## src/rtl/gcd_8bit.sv

```systemverilog
// Subtractive GCD engine: load samples M/N, one subtract step per clock, TC flags a valid GCD.
// Define GCD_DEBUG_EN to expose the working registers (M_, N_) and their difference (R).
module gcd_8bit (
  input  logic       clk,
  input  logic       rst_n,
  input  logic [7:0] M,
  input  logic [7:0] N,
  input  logic       load,
`ifdef GCD_DEBUG_EN
  output logic [7:0] M_,
  output logic [7:0] N_,
  output logic [7:0] R,
`endif
  output logic [7:0] GCD,
  output logic       TC
);

  typedef enum logic [1:0] {IDLE, BUSY, DONE} state_t;

  state_t     state, state_d;
  logic [7:0] a, a_d, b, b_d;
  logic [7:0] gcd_q, gcd_d;
  logic       tc_q, tc_d;
  logic [7:0] diff;
  logic       a_gt_b;

  // Larger minus smaller, so the step never wraps.
  assign a_gt_b = (a > b);
  assign diff   = a_gt_b ? (a - b) : (b - a);

  always_ff @(posedge clk or negedge rst_n) begin
    if (!rst_n) begin
      state <= IDLE;
      a     <= '0;
      b     <= '0;
      gcd_q <= '0;
      tc_q  <= 1'b0;
    end else begin
      state <= state_d;
      a     <= a_d;
      b     <= b_d;
      gcd_q <= gcd_d;
      tc_q  <= tc_d;
    end
  end

  always_comb begin
    state_d = state;
    a_d     = a;
    b_d     = b;
    gcd_d   = gcd_q;
    tc_d    = tc_q;
    if (load) begin
      // A load wins in every state and restarts any computation in flight.
      a_d     = M;
      b_d     = N;
      tc_d    = 1'b0;
      state_d = BUSY;
    end else begin
      case (state)
        BUSY: begin
          if (a == 8'd0) begin
            gcd_d   = b;
            tc_d    = 1'b1;
            state_d = DONE;
          end else if (b == 8'd0 || a == b) begin
            gcd_d   = a;
            tc_d    = 1'b1;
            state_d = DONE;
          end else if (a_gt_b) begin
            a_d = diff;
          end else begin
            b_d = diff;
          end
        end
        default: ;
      endcase
    end
  end

  assign GCD = gcd_q;
  assign TC  = tc_q;

`ifdef GCD_DEBUG_EN
  assign M_ = a;
  assign N_ = b;
  assign R  = diff;
`endif

endmodule

```

## config.mk

```make
export PLATFORM = sky130hd
export DESIGN_NAME = gcd_8bit
export DESIGN_NICKNAME = d
export VERILOG_FILES = /design/src/rtl/gcd_8bit.sv
export SDC_FILE = /design/constraint.sdc
export NUM_CORES = 1
export LEC_CHECK = 0
export CAP_MARGIN = 40
export CORE_UTILIZATION = 45
export CTS_CLUSTER_DIAMETER = 80
export DETAILED_ROUTE_END_ITERATION = 10
export PLACE_DENSITY = 0.76
export SLEW_MARGIN = 20
export SYNTH_ARGS = -nofsm -noshare
export SYNTH_HDL_FRONTEND = slang
export SYNTH_SLANG_ARGS = --single-unit
```

## constraint.sdc

```tcl
create_clock -name clk -period 3.7 [get_ports clk]
set_input_delay 0.74 -clock clk [delete_from_list [all_inputs] [get_ports clk]]
set_output_delay 0.74 -clock clk [all_outputs]
set_load 0.1 [all_outputs]
```

==> metrics.yaml <==
status:
  status: "finished clean"
final_layout:
  stdcell_count: 320
  multi_input_area_sq_um: 1240
  seqCellArea_sq_um: 651
  nNetsFinal: 305
  diodes: 0
  drive_gt1_frac: 0.108
  area_growth_pct: 22.7
  fill_cells: 395
synthesis:
  synth.avg_cell_area_sq_um: 8.72
  yosys.area_share.simple: 0.189
  synth_area_sq_um: 2070
  synth_edf_count: 0
  synth.distinct_cells: 48
  synthAdderAreaFrac: 0.110
  synthMuxAreaShare: 0
  ys_warn_count: 0
  async_reset_ff_frac: 1.00
  synth_compound_area_frac: 0.303
  syn_inst: 237
  synth_flop_cell: "dfrtp_1"
  synth_fp_nets: 273
  synth-xor-area-share: 0
  ys_seq_area_frac: 0.315
  ys_ff_latch: 26
  synth_top_family_by_area: "compound AO/OA/AOI/OAI gates"
critical_path:
  arrival_ns: 3.07
  crit_path_end_kind: "register"
  required_ns: 3.86
  critPathLaunchType: "register"
  critPathKind: "reg -> reg"
  path_max_fanout: 16
grt:
  grt_pass1_wl_um: 8730
  grt.met2_usage: 0.379
  met3_usage: 0.0363
  gr-max-usage-layer: "met2"
  grt-ovfl-total: 0
  antenna_found_initial: 0
  met1_usage: 0.297
  grt_usage: 0.224
  grt_pass1_vias: 1848
  grt_start_max_net_pins: 27
timing:
  maxSlewHeadroom: 0.544
  rsz0062_at_grt: "no"
  skew_ns: 0.00246
  period_minus_slack_ns: 2.91
  max_freq_mhz: 344
  layout_setup_ws_ns: 0.793
  setup_viol_count_final: 0
  tightest_slew_ns: 0.682
  finalSetupTns_ns: 0
  finalHoldViolCount: 0
  hold-worst-slack_ns: 0.507
  timing.final.crit_share: 0.786
  final-max-slew-violation-count: 0
clock_network:
  cts_resized: 0
  cts_buffers: 3
  clkTransAtPathRegs_ns: 0.09
  clock_latency_ns: 0.27
  htree_num_levels: 1
  postCtsHoldBufs: 0
  cts_buffer_depth: 2
  cts_tree: "yes"
  cts-root-buf: "clkbuf_8"
  cts_sinks: 26
  postCtsSetupBuffers: 0
job:
  drv_cap: 0
die:
  fp-row-count: 24
  core_sq_um: 4380
  dieHeight_um: 69.8
  chipWidth_um: 69.8
  ios: 28
  die-area_sq_um: 4870
  start_util: 0.471
drt:
  dr.pass1.iters: 4
  vias: 1858
  drc: 0
  drt_iter0_markers: 82
  drt.antenna.violating_nets: 0
  detail_route.wl_per_cell_um: 15.8
  viasPerCell: 5.81
  wirelength_um: 5060
placed_design:
  place.gp.congestion: 0.852
  hpwl_um: 3850
  dp_slack_ns: 0.875
  placed_cells: 316
  io_buffers: 27
worst_hold_path:
  hold_path_class: "reg -> reg"
-- flip-flops by register name (all words and copies together), names as in the netlist --
register,flops
GCD,8
state,2
a,8
b,8
-- Yosys cell counts, types with 2 or more instances --
cell / instances / area share
a22o_1: 8 / 0.034
fa_1: 2 / 0.019
or4_4: 2 / 0.011
inv_1: 25 / 0.045
nor2_1: 18 / 0.033
a2bb2oi_1: 2 / 0.0085
nor4_1: 2 / 0.0061
dfrtp_1: 26 / 0.31
buf_6: 2 / 0.011
a211oi_1: 5 / 0.018
or4_1: 2 / 0.0073
ha_1: 15 / 0.091
nand4_1: 2 / 0.0061
a311oi_1: 4 / 0.017
nand2_1: 15 / 0.027
or3_1: 3 / 0.0091
a21o_1: 7 / 0.025
nand2b_1: 3 / 0.0091
nand3b_1: 3 / 0.011
nor2b_1: 4 / 0.012
nor3_1: 2 / 0.0048
buf_2: 6 / 0.015
nand3_1: 3 / 0.0073
o21a_1: 2 / 0.0073
buf_4: 3 / 0.011
o21ai_0: 7 / 0.017
nor2_4: 2 / 0.011
a21oi_1: 42 / 0.10
-- logic make-up after synthesis --
| kind of cell | count (synthesis) |
|---|---|
| compound gates | 90 |
| flops | 26 |
| simple gates | 67 |
| fa+ha+maj | 17 |
| buf+inv | 37 |
-- metal layers --
metal / up-vias / routed length, um / share of wire
li1: 917 / - / -
met1: 884 / 2330 / 0.46
met4: 0 / 56 / 0.011
met2: 51 / 2450 / 0.48
met5: - / 0 / 0
met3: 6 / 227 / 0.045
-- final timing paths --
check,from,to,slack [ns],cells past startpoint
min,state[1],state[1],0.51,1
min reg2reg,state[1],state[1],0.51,1
max,a[0],b[7],0.79,9
min in group asynchronous,rst_n,b[3],0.83,2
max in group asynchronous,rst_n,state[0],2.62,2
max reg2reg,a[0],b[7],0.79,9
-- metrics by stage --
stage	utilization	cell area, sq um
final	0.578	2540
after global routing	0.578	2540
after global placement	0.535	2350
after detailed placement	0.566	2480
after CTS	0.578	2540
after floorplan	-	2070
-- worst max-delay path: stages, from the launching register on --
cell      delay [ns]
dfrtp_1         0.40
inv_1           0.08
ha_1            0.24
fa_1            0.41
nand3b_1        0.24
a21oi_1         0.25
o221ai_2        0.32
a31oi_4         0.55
a21oi_1         0.08
a22o_1          0.22
-- layout by cell type (no fill, tap or decap), types with 5 or more instances in the layout --
cell type	Yosys	routed
a21oi_1	42	42
o21ai_0	7	7
ha_1	15	15
a21o_1	7	7
dfrtp_1	26	26
nor2_1	18	18
inv_1	25	25
buf_8	0	9
a22o_1	8	8
nand2_1	15	15
clkdlybuf4s50_1	0	27
a211oi_1	5	5
-- layout make-up --
type | count | share of cell area
inverters | 25 | 0.0370
well taps | 52 | 0.0257
flip-flops and latches | 26 | 0.257
clock buffers | 4 | 0.0217
multi-input cells | 174 | 0.490
repair buffers | 39 | 0.169
Power is not shown: default switching activity piles up to over one toggle a cycle in this logic, so the estimate is an artifact.
